===== config.mk =====
export PLATFORM = sky130hd
export DESIGN_NAME = ctrl_pipe
export DESIGN_NICKNAME = d
export VERILOG_FILES = /design/src/rtl/ctrl_pipe.sv
export SDC_FILE = /design/constraint.sdc
export NUM_CORES = 1
export LEC_CHECK = 0
export BUFFER_PORTS_ARGS = -buffer_cell sky130_fd_sc_hd__buf_2
export CORE_AREA = 5 5 81 83
export DETAILED_ROUTE_END_ITERATION = 16
export DIE_AREA = 0 0 86 88
export GPL_TIMING_DRIVEN = 0
export PLACE_DENSITY = 0.77
export SETUP_SLACK_MARGIN = 0.4
export SLEW_MARGIN = 20
export SYNTH_ARGS = -nofsm -noshare
export SYNTH_HDL_FRONTEND = slang
export SYNTH_SLANG_ARGS = --single-unit

===== constraint.sdc =====
create_clock -name clk -period 2.65 [get_ports clk]
set_clock_uncertainty 0.2 [all_clocks]
set_input_delay 0.265 -clock clk [delete_from_list [all_inputs] [get_ports clk]]
set_output_delay 0.265 -clock clk [all_outputs]
set_load 0.01 [all_outputs]

===== src/rtl/ctrl_pipe.sv =====
// ctrl_pipe: carries decoded control through ID/EX, EX/MEM and MEM/WB, resolves branch/jump in EX, counts retirements.
// Latency: decode fields reach EX outputs after 1 edge, MEM after 2, WB after 3; PCSrcE is combinational in EX.
// Backpressure: none; EX/MEM and MEM/WB load every cycle, and ID/EX takes a bubble on FlushE.
module ctrl_pipe #(
  parameter int CNT_W = 32
) (
  input  logic             clk,
  input  logic             rst,
  input  logic             RegWriteD,
  input  logic             MemWriteD,
  input  logic             ALUSrcD,
  input  logic [1:0]       JumpD,
  input  logic [1:0]       ResultSrcD,
  input  logic [2:0]       BranchD,
  input  logic [2:0]       AluControlD,
  input  logic [4:0]       RdD,
  input  logic             ValidD,
  input  logic             FlushE,
  input  logic             ZeroE,
  input  logic             LtE,
  output logic             ALUSrcE,
  output logic [2:0]       AluControlE,
  output logic [1:0]       ResultSrcE,
  output logic [4:0]       RdE,
  output logic             RegWriteE,
  output logic [1:0]       PCSrcE,
  output logic             RegWriteM,
  output logic             MemWriteM,
  output logic [1:0]       ResultSrcM,
  output logic [4:0]       RdM,
  output logic             RegWriteW,
  output logic [1:0]       ResultSrcW,
  output logic [4:0]       RdW,
  output logic [CNT_W-1:0] RetiredCnt
);

  // Fields common to every stage register.
  typedef struct packed {
    logic       valid;
    logic       reg_write;
    logic       mem_write;
    logic [1:0] result_src;
    logic [4:0] rd;
  } stage_t;

  // ID/EX additionally carries the execute-only controls.
  typedef struct packed {
    stage_t     s;
    logic       alu_src;
    logic [2:0] alu_ctrl;
    logic [2:0] branch;
    logic [1:0] jump;
  } ex_t;

  ex_t             ex_q, ex_d;
  stage_t          mem_q, mem_d;
  stage_t          wb_q, wb_d;
  logic [CNT_W-1:0] cnt_q, cnt_d;
  logic            taken;

  // Next-state for all stages: capture decode (or a bubble on flush), shift the rest.
  always_comb begin
    ex_d = '0;
    if (!FlushE) begin
      ex_d.s.valid      = ValidD;
      // Writes to x0 are architecturally discarded, so drop them at capture.
      ex_d.s.reg_write  = RegWriteD & (RdD != 5'd0);
      ex_d.s.mem_write  = MemWriteD;
      ex_d.s.result_src = ResultSrcD;
      ex_d.s.rd         = RdD;
      ex_d.alu_src      = ALUSrcD;
      ex_d.alu_ctrl     = AluControlD;
      ex_d.branch       = BranchD;
      ex_d.jump         = JumpD;
    end
    mem_d = ex_q.s;
    wb_d  = mem_q;
    cnt_d = cnt_q + {{(CNT_W-1){1'b0}}, wb_q.valid};
  end

  // Stage registers and retire counter; synchronous reset wins over flush.
  always_ff @(posedge clk) begin
    if (!rst) begin
      ex_q  <= '0;
      mem_q <= '0;
      wb_q  <= '0;
      cnt_q <= '0;
    end else begin
      ex_q  <= ex_d;
      mem_q <= mem_d;
      wb_q  <= wb_d;
      cnt_q <= cnt_d;
    end
  end

  // Branch/jump resolution for the instruction currently in EX.
  always_comb begin
    taken  = 1'b0;
    PCSrcE = 2'b00;
    case (ex_q.branch)
      3'b001:  taken = ZeroE;
      3'b010:  taken = ~ZeroE;
      3'b011:  taken = LtE;
      3'b100:  taken = ~LtE;
      default: taken = 1'b0;
    endcase
    if (ex_q.s.valid) begin
      if (ex_q.jump == 2'b10) begin
        PCSrcE = 2'b10;
      end else if (ex_q.jump == 2'b01 || taken) begin
        PCSrcE = 2'b01;
      end
    end
  end

  assign ALUSrcE     = ex_q.alu_src;
  assign AluControlE = ex_q.alu_ctrl;
  assign ResultSrcE  = ex_q.s.result_src;
  assign RdE         = ex_q.s.rd;
  assign RegWriteE   = ex_q.s.reg_write;
  assign RegWriteM   = mem_q.reg_write;
  assign MemWriteM   = mem_q.mem_write;
  assign ResultSrcM  = mem_q.result_src;
  assign RdM         = mem_q.rd;
  assign RegWriteW   = wb_q.reg_write;
  assign ResultSrcW  = wb_q.result_src;
  assign RdW         = wb_q.rd;
  assign RetiredCnt  = cnt_q;

endmodule


Yosys cells after proc, flatten, opt, wreduce, memory -nomap -nowiden. Cells that the tools add are included. Widths: inputs -> output; s select.

Register bits: 70. Word-level logic and storage cells: 37. Output and inout bits: 63.

Bitwise gates (word level): 4. Muxes and demuxes: 4. Reduce and logical (&&, ||, !) cells: 3. Equal/unequal tests: 6. $add $sub $neg: 1.

Operator list (number): $add 32x1->32 (1); $eq 3x2->1 const B (2); $reduce_bool 5->1 (1); $mux 2 (2); $pmux 1 s4 (1); $eq 3x1->1 const B (1); $eq 3x3->1 const B (1); $not 1->1 (3); $eq 2x1->1 const B (1); $eq 2x2->1 const B (1); $reduce_or 2->1 (1); $and 1x1->1 (1); $logic_or 1x1->1 (1); $mux 1 (1).

Depth between registers and ports, before layout.
Word-level depth: 6. Depth in mapped cells: 7. Mapped depth without buffers: 6.

Worst setup path after synthesis. No wires, ideal clock.

Path type: flip-flop to flip-flop. Start: reg cnt_q[9] (netlist: RetiredCnt[9]). End: reg cnt_q[19] (netlist: RetiredCnt[19]). Data arrival time: 1.918 ns. Buffers on the path: 1. Slack: 0.462 ns. Stages on the path, launching flop included: 6. Cells stage by stage: dfxtp_1 > nand4_1 > or4_4 > buf_6 > or4_1 > a21oi_1.

Cells in the longest elaborated chain, start to end: 1.

Ends and longest elaborated chain: start: declaration (RTL line 58) `logic [CNT_W-1:0] cnt_q, cnt_d;`; start signal: assignment (RTL line 92) `cnt_q <= cnt_d;`; $add 32x1->32 (RTL line 78) `cnt_d = cnt_q + {{(CNT_W-1){1'b0}}, wb_q.valid};`.

No other way between the ends. A chain may end at the register's enable or synchronous reset.

Final worst setup path.
Start: reg cnt_q[0] (netlist: RetiredCnt[0]). End: reg cnt_q[24] (netlist: RetiredCnt[24]).

Same word-level chain as after synthesis.

==> metrics.cfg <==
[status]
status = complete, no violations

[yosys]
synthMostInstantiatedCell = dfxtp_1
netlist_area_um2 = 2780
synthTopCellsByArea = dfxtp_1 50%, and2_1 9.2%, buf_4 6.5%
yosysSeqAreaShare = 0.504
ys_seq_elements = 70
yosysTopAreaCellShare = 0.504
synth_top_area_cell = dfxtp_1
synthDistinctLibCells = 32
synth_fp_nets = 314
synthFlopType = dfxtp_1
synthCells = 288
async_flop_share = 0
synth_commonest_cells = 70 x dfxtp_1, 41 x and2_1, 24 x buf_4
synth_edf_count = 0
ys_warn_count = 0
avgSynthCellArea_um2 = 9.66

[place]
gp_congestion = 0.811
io_buffers = 86
dp_hpwl_um = 4370

[worst_setup_path]
reg2reg_depth = 7
worstPathRequired_ns = 2.71
arrival_ns = 2.25
worstSetupStartpointType = flop
endpoint_kind = flop
path_max_fanout = 10
worstPathCellList = ha_2 > ha_2 > and3_2 > nand3_1 > buf_4 > or4_1 > a21oi_1
crit_slowest_cell = or4_1
cp_common_cell = ha_2
crit_type = reg -> reg
slowest_delay_ns = 0.46

[clock_tree]
clk_latency_ns = 0.33
numCtsBuffers = 9
cts.sinks = 70
clock_path_buffers = 2
clk_pin_slew_ns = 0.07
cts-root-buf = clkbuf_8
htreeDepth = 3
cts_tree = built

[timing]
holdWs_ns = 0.150
rsz0062_at_grt = true
clock.fmax_mhz = 458
min_period_over_period = 0.825
tns_ns = 0
setup_viol = 0
drv_slew = 0
hold_violations = 0
relSlewSlack = 0.654
period_minus_slack_ns = 2.19
tightestPinTransition_ns = 0.517

[grt]
grt_pass1_wl_um = 10800
antenna_found_initial = 0
met3_usage = 0.0536
grt.overflow.total = 0
grtUsageTotal = 0.181
grt_pass1_vias = 2374
grt_use_met1 = 0.219
met2_usage = 0.294
grt_max_degree = 12
grt.busiest_layer = met2

[die]
die_y_um = 88
fp.dieW_um = 86
io_pins = 87
initial_utilization = 0.481
rows = 28
core_area_um2 = 5780
die-area_um2 = 7570

[power]
p_leak_nw = 1.63
peakVddDrop_uv = 284
pwr_density_cell_nw_per_um2 = 548

[routing]
wl_per_cell_um = 13.0
first_iter_violations = 68
dr.pass1.iters = 4
drc_errors = 0
routed_wl_um = 6320
viasPerCell = 5.04
ant_nets = 0
vias = 2449

[worst_hold_path]
hold_depth = 3
hp-class = in -> reg

[layout]
nets = 432
n_antenna_cell = 0
drive_gt1_frac = 0.343
syn2layout_area_growth_pct = 34.3
final_core_util = 0.646

[flow_run]
maxCapViolCount = 0

==> per-layer routing <==
layer,vias to the layer above,part of all wire
met2,66,0.49
met3,13,0.068
li1,1227,-
met4,0,0.023
met1,1143,0.42
met5,-,0
==> metrics by stage <==
stage | power, mW | instances | cell area (µm²) | setup slack (ns)
3_5_place_dp | 1.19 | 449 | 3310 | 0.324
6_report | 2.05 | 486 | 3740 | 0.465
3_3_place_gp | 1.19 | 449 | 3310 | 0.377
4_1_cts | 2.07 | 485 | 3720 | 0.402
5_1_grt | 2.14 | 486 | 3740 | 0.351
2_1_floorplan | 1.15 | 288 | 2780 | 0.462
==> power breakdown <==
group | internal (mW) | switching [mW]
Combinational | 0.0655 | 0.0446
Sequential | 1.07 | 0.00742
Clock | 0.486 | 0.376
==> flip-flops by register name (all words and copies together) (netlist names), 2 cells and up <==
name	flops
RetiredCnt	32
ex_q	7
RdE	5
RdM	5
RdW	5
AluControlE	3
ResultSrcE	2
ResultSrcM	2
ResultSrcW	2
==> cell usage in the layout, fill, tap and decap left out, types with 2 or more instances in the layout <==
cell,Yosys,routed
buf_4,24,26
ha_2,0,2
or3_1,7,7
o21ai_0,4,4
and2_1,41,41
buf_6,2,2
nor2_1,12,12
or4_1,14,14
a21oi_1,19,19
nand2_1,12,12
dfxtp_2,0,5
and4_1,4,4
nor3_1,2,2
o31ai_1,15,15
clkbuf_1,10,10
dlygate4sd3_1,0,20
clkbuf_8,0,11
nand3_1,11,11
xor2_1,3,3
inv_1,5,5
o21ai_1,2,2
dfxtp_1,70,64
xnor2_1,8,8
nor4_1,4,4
nand4_1,6,6
buf_2,0,86
==> cell type report <==
| type | instances | area, µm² |
|---|---|---|
| fill | 512 | 2040 |
| sequential | 70 | 1410 |
| multi-input combinational | 177 | 1130 |
| timing repair buffer | 107 | 638 |
| buffer | 36 | 245 |
| clock buffer | 13 | 159 |
| tap | 75 | 93.8 |
| clock inverter | 3 | 42.5 |
| inverter | 5 | 18.8 |
==> what timing repair did <==
action,CTS,global route
resized for setup,7,7
endpoints found under the setup margin,11,13
hold endpoints to repair,20,0
setup buffers,0,1
pin swaps,0,1
hold buffers,20,0
==> kinds of logic (layout without fill, tap and decap cells) <==
| kind of cell | Yosys count | count (layout) | share of synthesized area |
|---|---|---|---|
| AND/OR/NAND/NOR | 120 | 120 | 0.261 |
| flip-flops | 70 | 70 | 0.504 |
| AO/OA/AOI/OAI | 43 | 43 | 0.0949 |
| buffers and inverters | 41 | 164 | 0.0931 |
| XOR/XNOR | 11 | 11 | 0.0346 |
| adder cells (fa/ha/maj) | 2 | 2 | 0.00900 |
| multiplexers | 1 | 1 | 0.00360 |
==> final timing paths <==
check,start,end,slack [ns]
max reg2reg,RetiredCnt[0],RetiredCnt[24],0.46
min,FlushE,ex_q[16],0.15
max,RetiredCnt[0],RetiredCnt[24],0.46
min reg2reg,mem_q[9],wb_q[9],0.24
==> critical path: cells and delay by family (launching register included) <==
family | cells | cell delay, ns
buf+inv | 1 | 0.19
simple gates | 3 | 0.83
fa+ha+maj | 2 | 0.42
flops | 1 | 0.34
compound gates | 1 | 0.14
(Power assumes the default switching activity.)
